**src/rtl/card_pkg.sv**
```systemverilog
// card_pkg: shared constants, types and decode helpers for the card dealer.
//   DECK_SIZE/RANKS/SUITS  - deck geometry
//   RANK_A..RANK_K         - rank codes (0 = ace, 12 = king)
//   state_e                - dealer FSM state encoding
//   card_t                 - decoded {suit, rank} pair
//   rank_points()          - blackjack points for a rank
//   idx_decode()           - card index (suit*13 + rank) to {suit, rank}
package card_pkg;

    localparam int unsigned DECK_SIZE = 52;
    localparam int unsigned RANKS     = 13;
    localparam int unsigned SUITS     = 4;

    localparam logic [3:0] RANK_A  = 4'd0;
    localparam logic [3:0] RANK_2  = 4'd1;
    localparam logic [3:0] RANK_3  = 4'd2;
    localparam logic [3:0] RANK_4  = 4'd3;
    localparam logic [3:0] RANK_5  = 4'd4;
    localparam logic [3:0] RANK_6  = 4'd5;
    localparam logic [3:0] RANK_7  = 4'd6;
    localparam logic [3:0] RANK_8  = 4'd7;
    localparam logic [3:0] RANK_9  = 4'd8;
    localparam logic [3:0] RANK_10 = 4'd9;
    localparam logic [3:0] RANK_J  = 4'd10;
    localparam logic [3:0] RANK_Q  = 4'd11;
    localparam logic [3:0] RANK_K  = 4'd12;

    typedef enum logic [1:0] {
        StIdle  = 2'd0,
        StProbe = 2'd1,
        StValid = 2'd2
    } state_e;

    typedef struct packed {
        logic [1:0] suit;
        logic [3:0] rank;
    } card_t;

    // Ace counts 11, face cards 10, pips their face value (rank code + 1).
    function automatic logic [3:0] rank_points(input logic [3:0] rank);
        if (rank == RANK_A) begin
            return 4'd11;
        end else if (rank >= RANK_J) begin
            return 4'd10;
        end else begin
            return rank + 4'd1;
        end
    endfunction

    // Compare chain instead of a divider: idx is at most 51.
    function automatic card_t idx_decode(input logic [5:0] idx);
        card_t c;
        if (idx >= 6'd39) begin
            c.suit = 2'd3;
            c.rank = 4'(idx - 6'd39);
        end else if (idx >= 6'd26) begin
            c.suit = 2'd2;
            c.rank = 4'(idx - 6'd26);
        end else if (idx >= 6'd13) begin
            c.suit = 2'd1;
            c.rank = 4'(idx - 6'd13);
        end else begin
            c.suit = 2'd0;
            c.rank = idx[3:0];
        end
        return c;
    endfunction

endpackage

```
**src/rtl/card_dealer_lfsr16.sv**
```systemverilog
// lfsr16: free-running 16-bit Galois LFSR, polynomial x^16+x^14+x^13+x^11+1.
//   SEED  - reset value; 0 would lock the register, so it is replaced by 1
//   clk   - clock
//   rst_n - asynchronous active-low reset, loads SEED
//   q     - current LFSR state, advances every cycle out of reset
module lfsr16 #(
    parameter logic [15:0] SEED = 16'hACE1
) (
    input  logic        clk,
    input  logic        rst_n,
    output logic [15:0] q
);

    localparam logic [15:0] SeedEff = (SEED == 16'h0000) ? 16'h0001 : SEED;
    // Right-shifting Galois form: feedback mask for taps 16, 14, 13, 11.
    localparam logic [15:0] Taps    = 16'hB400;

    logic [15:0] q_d, q_q;

    always_comb begin
        q_d = {1'b0, q_q[15:1]} ^ (q_q[0] ? Taps : 16'h0000);
    end

    always_ff @(posedge clk or negedge rst_n) begin
        if (!rst_n) begin
            q_q <= SeedEff;
        end else begin
            q_q <= q_d;
        end
    end

    assign q = q_q;

endmodule

```
**src/rtl/card_dealer.sv**
```systemverilog
// card_dealer: draws cards without replacement from a 52-card deck.
//   req         - draw request, honoured in idle when cards remain
//   shuffle     - return every card to the deck (idle only, beats req)
//   card_ready  - consumer accepts the presented card
//   card_valid  - card presented, held until accepted
//   card_rank/card_suit/card_points/is_ace - registered card fields
//   cards_left  - undealt cards, deck_empty when zero
//   busy        - a draw is in progress or a card is awaiting acceptance
module card_dealer
    import card_pkg::*;
#(
    parameter logic [15:0] SEED = 16'hACE1
) (
    input  logic       clk,
    input  logic       rst_n,
    input  logic       req,
    input  logic       shuffle,
    input  logic       card_ready,
    output logic       card_valid,
    output logic [3:0] card_rank,
    output logic [1:0] card_suit,
    output logic [3:0] card_points,
    output logic       is_ace,
    output logic [5:0] cards_left,
    output logic       deck_empty,
    output logic       busy
);

    localparam logic [5:0] DeckSize = 6'(DECK_SIZE);
    localparam logic [5:0] LastIdx  = 6'(DECK_SIZE - 1);

    state_e      state_d, state_q;
    logic [51:0] used_d, used_q;
    logic [5:0]  idx_d, idx_q;
    logic [5:0]  left_d, left_q;
    logic [3:0]  rank_d, rank_q;
    logic [1:0]  suit_d, suit_q;
    logic [3:0]  points_d, points_q;
    logic        ace_d, ace_q;

    logic [15:0] lfsr_val;
    logic [5:0]  lfsr_idx;
    logic        unused_lfsr;
    card_t       probe_card;

    lfsr16 #(
        .SEED (SEED)
    ) u_lfsr (
        .clk   (clk),
        .rst_n (rst_n),
        .q     (lfsr_val)
    );

    // Only the low six bits pick the start slot; the rest just keep the LFSR long.
    assign unused_lfsr = ^lfsr_val[15:6];
    assign lfsr_idx    = (lfsr_val[5:0] >= DeckSize) ? lfsr_val[5:0] - DeckSize : lfsr_val[5:0];
    assign probe_card  = idx_decode(idx_q);

    // State register
    always_ff @(posedge clk or negedge rst_n) begin
        if (!rst_n) begin
            state_q <= StIdle;
        end else begin
            state_q <= state_d;
        end
    end

    // Datapath registers
    always_ff @(posedge clk or negedge rst_n) begin
        if (!rst_n) begin
            used_q   <= '0;
            idx_q    <= '0;
            left_q   <= DeckSize;
            rank_q   <= '0;
            suit_q   <= '0;
            points_q <= '0;
            ace_q    <= 1'b0;
        end else begin
            used_q   <= used_d;
            idx_q    <= idx_d;
            left_q   <= left_d;
            rank_q   <= rank_d;
            suit_q   <= suit_d;
            points_q <= points_d;
            ace_q    <= ace_d;
        end
    end

    // Next-state and datapath update
    always_comb begin
        state_d  = state_q;
        used_d   = used_q;
        idx_d    = idx_q;
        left_d   = left_q;
        rank_d   = rank_q;
        suit_d   = suit_q;
        points_d = points_q;
        ace_d    = ace_q;

        unique case (state_q)
            StIdle: begin
                if (shuffle) begin
                    used_d = '0;
                    left_d = DeckSize;
                end else if (req && (left_q != 6'd0)) begin
                    idx_d   = lfsr_idx;
                    state_d = StProbe;
                end
            end
            StProbe: begin
                // Linear probe: a free slot always exists because left_q was non-zero.
                if (used_q[idx_q]) begin
                    idx_d = (idx_q == LastIdx) ? 6'd0 : idx_q + 6'd1;
                end else begin
                    used_d[idx_q] = 1'b1;
                    left_d        = left_q - 6'd1;
                    rank_d        = probe_card.rank;
                    suit_d        = probe_card.suit;
                    points_d      = rank_points(probe_card.rank);
                    ace_d         = (probe_card.rank == RANK_A);
                    state_d       = StValid;
                end
            end
            StValid: begin
                if (card_ready) begin
                    state_d = StIdle;
                end
            end
            default: begin
                state_d = StIdle;
            end
        endcase
    end

    // Outputs
    always_comb begin
        card_valid  = (state_q == StValid);
        busy        = (state_q != StIdle);
        deck_empty  = (left_q == 6'd0);
        cards_left  = left_q;
        card_rank   = rank_q;
        card_suit   = suit_q;
        card_points = points_q;
        is_ace      = ace_q;
    end

endmodule
```
**config.mk**
```make
export PLATFORM = sky130hd
export DESIGN_NAME = card_dealer
export DESIGN_NICKNAME = d
export VERILOG_FILES = /design/src/rtl/card_pkg.sv /design/src/rtl/card_dealer_lfsr16.sv /design/src/rtl/card_dealer.sv
export SDC_FILE = /design/constraint.sdc
export NUM_CORES = 1
export LEC_CHECK = 0
export ABC_CLOCK_PERIOD_IN_PS = 4300
export BUFFER_PORTS_ARGS = -buffer_cell sky130_fd_sc_hd__buf_4
export CORE_AREA = 10 10 140 91
export DETAILED_ROUTE_END_ITERATION = 10
export DIE_AREA = 0 0 150 101
export GPL_ROUTABILITY_DRIVEN = 0
export GPL_TIMING_DRIVEN = 0
export PLACE_DENSITY = 0.68
export RECOVER_POWER = 25
export SLEW_MARGIN = 20
export SYNTH_ARGS = -nofsm -noshare
export SYNTH_HDL_FRONTEND = slang
export SYNTH_SLANG_ARGS = --single-unit
```
**constraint.sdc**
```tcl
create_clock -name clk -period 4.3 [get_ports clk]
set_input_delay 0.86 -clock clk [delete_from_list [all_inputs] [get_ports clk]]
set_output_delay 0.86 -clock clk [all_outputs]
set_load 0.01 [all_outputs]
```
Yosys cells after proc, flatten, opt, wreduce, memory -nomap -nowiden. Index checks and enable logic that the tools add are counted.

Output and inout bits: 20. Input port bits: 5. Flip-flop bits (word level): 93. Word-level logic and storage cells: 74.

Reduce and logical (&&, ||, !) cells: 12. Muxes and demuxes: 27. Bitwise operators: 3. $add $sub $neg: 7. Equal/unequal tests: 9. Magnitude comparators: 7.

Operators with widths (count): $mux W52 (2); $pmux W52 S2 (1); $mux W6 (9); $or A52 B52 Y52 (1); $pmux W6 S2 (2); $mux W16 (1); $xor A15 B16 Y16 (1); $ge A6 B6 Y1 const B (2); $ne A2 B2 Y1 const B (6); $mux W2 (4); $mux W4 (2); $reduce_and A4 Y1 (2); $sub A4 B4 Y4 const B (2); $lt A6 B7 Y1 const B (1); $add A6 B1 Y6 const B (1); $bmux W1 S6 (1); $demux W1 S6 (1); $eq A6 B6 Y1 const B (1); $ge A6 B1 Y1 const B (1); $ge A6 B4 Y1 const B (1); $ge A6 B5 Y1 const B (1); $logic_not A6 Y1 (1); $pmux W2 S3 (1); $reduce_bool A6 Y1 (1); other kinds (16) (19).

Logic depth before layout (Yosys ltp).
Depth after elaboration: 7. Gate-level depth with buffers: 13. Gate-level depth less buffers: 11.

Hierarchy. Synthesis repeated with hierarchy kept, for this count alone.

Cell total of the unflattened synthesis: 487. Area, all modules: 5104.9 µm².

Modules (own cells, without submodules): card_dealer (times used 1, area each 4570.6 µm², cells each 455); lfsr16 (times used 1, area each 534.3 µm², cells each 32).

Worst setup path after synthesis. No wires, ideal clock.

Path kind: reg2reg. Start: reg idx_q[0]. End: reg points_q[1], in the netlist card_points[1]. Buffers on the path: 2. Setup time: 0.139 ns. Arrival time: 2.948 ns. Cell stages (with the launch flop): 14. Required time: 4.161 ns. Clock period less this slack: 3.087 ns. Setup slack: 1.213 ns. Cells stage by stage: dfrtp_1 > buf_2 > buf_2 > inv_2 > ha_1 > or3_1 > a31oi_1 > a22o_1 > xnor2_1 > inv_1 > ha_1 > a2111oi_0 > or2_2 > a41oi_1.

RTL lines: start: declaration (line card_dealer.sv:34) `logic [5:0] idx_d, idx_q;`; start signal: assignment (line card_dealer.sv:80) `idx_q <= idx_d;`; end signal: assignment (line card_dealer.sv:84) `points_q <= points_d;`; end: declaration (line card_dealer.sv:38) `logic [3:0] points_d, points_q;`.

==> metrics.yaml <==
pwr:
  pwr-share-seq: 0.309
  power_frac_comb: 0.453
  power_density_nw_per_um2: 619
  switching_power_mw: 1.49
  p_leak_nw: 2.45
  power.switching_fraction: 0.429
  p_int_mw: 1.98
  share_clk_of_total_power: 0.237
  total_power_mw: 3.47
  highest_ir_drop_seen_on_vdd_mv: 0.377
cells_and_area:
  fin_area_um2: 5610
  post_route_cells_drive_above_1_share: 0.173
  final.fill_count: 907
  layout.cells.most_common_list: "82 x sky130_fd_sc_hd__nor2_1, 82 x sky130_fd_sc_hd__dfrtp_1, 45 x sky130_fd_sc_hd__a41oi_1"
  final_util: 0.548
  layout-area-overhead-vs-synth_pct: 13.4
  insertedDiodeCount: 0
  finish.net_count: 531
  stdcell_count: 654
yosys:
  synth_cell_type_count: 62
  syn-num-nets: 496
  number_of_enable_type_register_cells_in_the_synthesized_netlist: 0
  synthFlopType: "sky130_fd_sc_hd__dfrtp_1"
  synth_compound_area_frac: 0.172
  synth_xor_area_frac: 0.0124
  synth.avg_cell_area_um2: 10.4
  synth_mux_area_frac: 0.104
  synth_top_family_by_area: "compound AO/OA/AOI/OAI gates"
  postSynthCellCount: 475
  synthSimpleGateAreaFrac: 0.150
  synth.yosys.seq_area_share: 0.474
  post_synth_fa_ha_maj_area_fraction: 0.0405
  ys_async_sr_fraction: 1.00
  syn_area_um2: 4940
  yosys_register_bits: 93
  synth.yosys.warnings: 0
critical_path:
  slowest_stage_delay_on_critical_path_ns: 0.52
  cpLargestDelayFamily: "compound AO/OA/AOI/OAI gates"
  cp_data_arrival_time_ns: 4.17
  cp_data_required_time_ns: 4.51
  worstPathCellList: "buf_2, buf_2, inv_2, ha_1, or3_1, a31oi_1, a22o_1, xnor2_1, inv_1, ha_1, a2111oi_1, or2_2, a41oi_1"
  cp_num_buf_inv: 4
  crit_path_max_fanout: 11
  crit_slowest_cell: "sky130_fd_sc_hd__a2111oi_1"
  crit_path_start_kind: "flip-flop"
  crit_path_end_kind: "flip-flop"
  critical_path_class: "flip-flop to flip-flop"
grt:
  initial_antenna_violation_count: 0
  grt_first_pass_wirelength_um: 21900
  global_route.overflow_total: 0
  grt_start_max_net_pins: 94
  grtUsageTotal: 0.185
  grt_pass1_vias: 3879
clocking:
  clkSinkCount: 93
  ctsHtreeMaxLevel: 3
  clk_pin_slew_ns: 0.06
  tritoncts_buffer_count: 9
  postCtsSetupRepairBufs: 0
  tritoncts_clock_tree: "done"
  clock-root-buffer: "sky130_fd_sc_hd__clkbuf_16"
  clk_latency_ns: 0.35
  clockBufferDepth: 2
floorplan:
  die_h_um: 101
  std_cell_rows: 29
  floorplan.core_area_um2: 10200
  die-area_um2: 15200
  pin_count: 25
  chip_width_um: 150
  initial_core_util: 0.483
timing:
  finalSetupViolCount: 0
  finalCriticalPeriod_ns: 3.95
  final.setup_skew_ns: 0.00995
  finalHoldViolations: 0
  maxSlewHeadroom: -0.502
  fin_worst_hold_slack_ns: 0.361
  setup_repair_after_global_routing_missed_its_margin: "no"
  achievable-frequency_mhz: 253
  worst_slack_ns: 0.348
  tns_ns: 0
  max_slew.worst_pin.slew_ns: 2.25
  share_of_the_cycle_needed_by_the_critical_path_after_routing: 0.919
  timing.final.max_slew_violations: 94
placement:
  dpl-instance-area_um2: 5300
  placement.io_buffers: 24
  dp_cells: 638
  post_placement_worst_setup_slack_ns: 0.388
  detailed_place_hpwl_um: 9880
route:
  drt-total-wl_um: 13700
  ant_nets: 0
  drt_pass1_iterations: 5
  remaining_drc_errors: 0
  route.detailed.vias_per_inst: 6.24
  post_drt_wl_per_cell_um: 20.9
  dr_total_vias: 4084
  number_of_drc_markers_in_iteration_0: 576
status:
  outcome: "complete, but fails checks"
  violations_in_the_final_reports: "max-capacitance violations, max-slew violations"
worst_hold_path:
  worstHoldPathType: "flip-flop to flip-flop"
job:
  max_cap_viol_count: 1
[layout make-up]
type | instances | area (um^2) | share of cell area
plain buffers | 38 | 161 | 0.0288
clock buffers | 12 | 256 | 0.0457
clock inverters | 4 | 55.1 | 0.00982
inverters | 20 | 75.1 | 0.0134
multi-input cells | 324 | 2370 | 0.422
flip-flops and latches | 93 | 2340 | 0.417
well taps | 139 | 174 | 0.0310
repair buffers | 24 | 178 | 0.0317
[logic make-up after synthesis]
kind of cell,after synthesis
compound gates,104
xor+xnor,7
fa+ha+maj,16
buf+inv,58
flops,93
mux,35
simple gates,162
[sequential cells by signal, summed over array words and instances (netlist names)]
name / cells
card_rank: 4
u_lfsr.q: 16
card_suit: 2
used_q: 52
state_q: 2
is_ace: 1
card_points: 4
cards_left: 6
idx_q: 6
[power groups by stage]
stage | clock (mW) | combinational [mW] | sequential [mW]
global placement | 0 | 1.50 | 1.08
finish | 0.824 | 1.57 | 1.07
floorplan | 0 | 0.977 | 1.09
CTS | 0.834 | 1.54 | 1.07
detailed placement | 0 | 1.53 | 1.08
global route | 0.873 | 1.71 | 1.09
[per-layer routing]
layer | vias to the layer above | wire length (um) | GRT usage | part of all wire
met5 | - | 0 | 0 | 0
met4 | 0 | 148 | 0.0372 | 0.011
met3 | 21 | 1700 | 0.0614 | 0.12
met2 | 237 | 5600 | 0.245 | 0.41
met1 | 2010 | 6250 | 0.282 | 0.46
li1 | 1816 | - | - | -
[cells in the mapped netlist, drive strengths merged, types with 6 or more instances]
cell / count / area [um^2]
a21oi: 6 / 30.0
a31oi: 14 / 87.6
a41oi: 45 / 394
and2: 7 / 43.8
buf: 15 / 75.1
clkbuf: 23 / 86.3
dfrtp: 82 / 2050
dfstp: 11 / 289
ha: 16 / 200
inv: 20 / 75.1
mux2: 7 / 82.6
mux2i: 16 / 160
mux4: 12 / 270
nand2: 29 / 109
nor2: 83 / 314
nor2b: 9 / 56.3
nor3: 8 / 40.0
o21ai: 7 / 35.0
[final timing paths]
path,end,cells past startpoint,start,slack (ns)
max,card_points[1]$_DFFE_PN0P_,13,idx_q[0]$_DFFE_PN0P_,0.35
min,u_lfsr.q[6]$_DFF_PN1_,0,u_lfsr.q[7]$_DFF_PN1_,0.36
max reg2reg,card_points[1]$_DFFE_PN0P_,13,idx_q[0]$_DFFE_PN0P_,0.35
min reg2reg,u_lfsr.q[6]$_DFF_PN1_,0,u_lfsr.q[7]$_DFF_PN1_,0.36
max in group asynchronous,used_q[14]$_DFFE_PN0P_,1,rst_n,1.80
min in group asynchronous,state_q[0]$_DFFE_PN0P_,1,rst_n,1.19
[timing repair]
action | in CTS | in global routing
hold buffers | 0 | 0
resized for setup | 0 | 1
endpoints found under the setup margin | 0 | 3
Power figures use the tool's default switching activity.
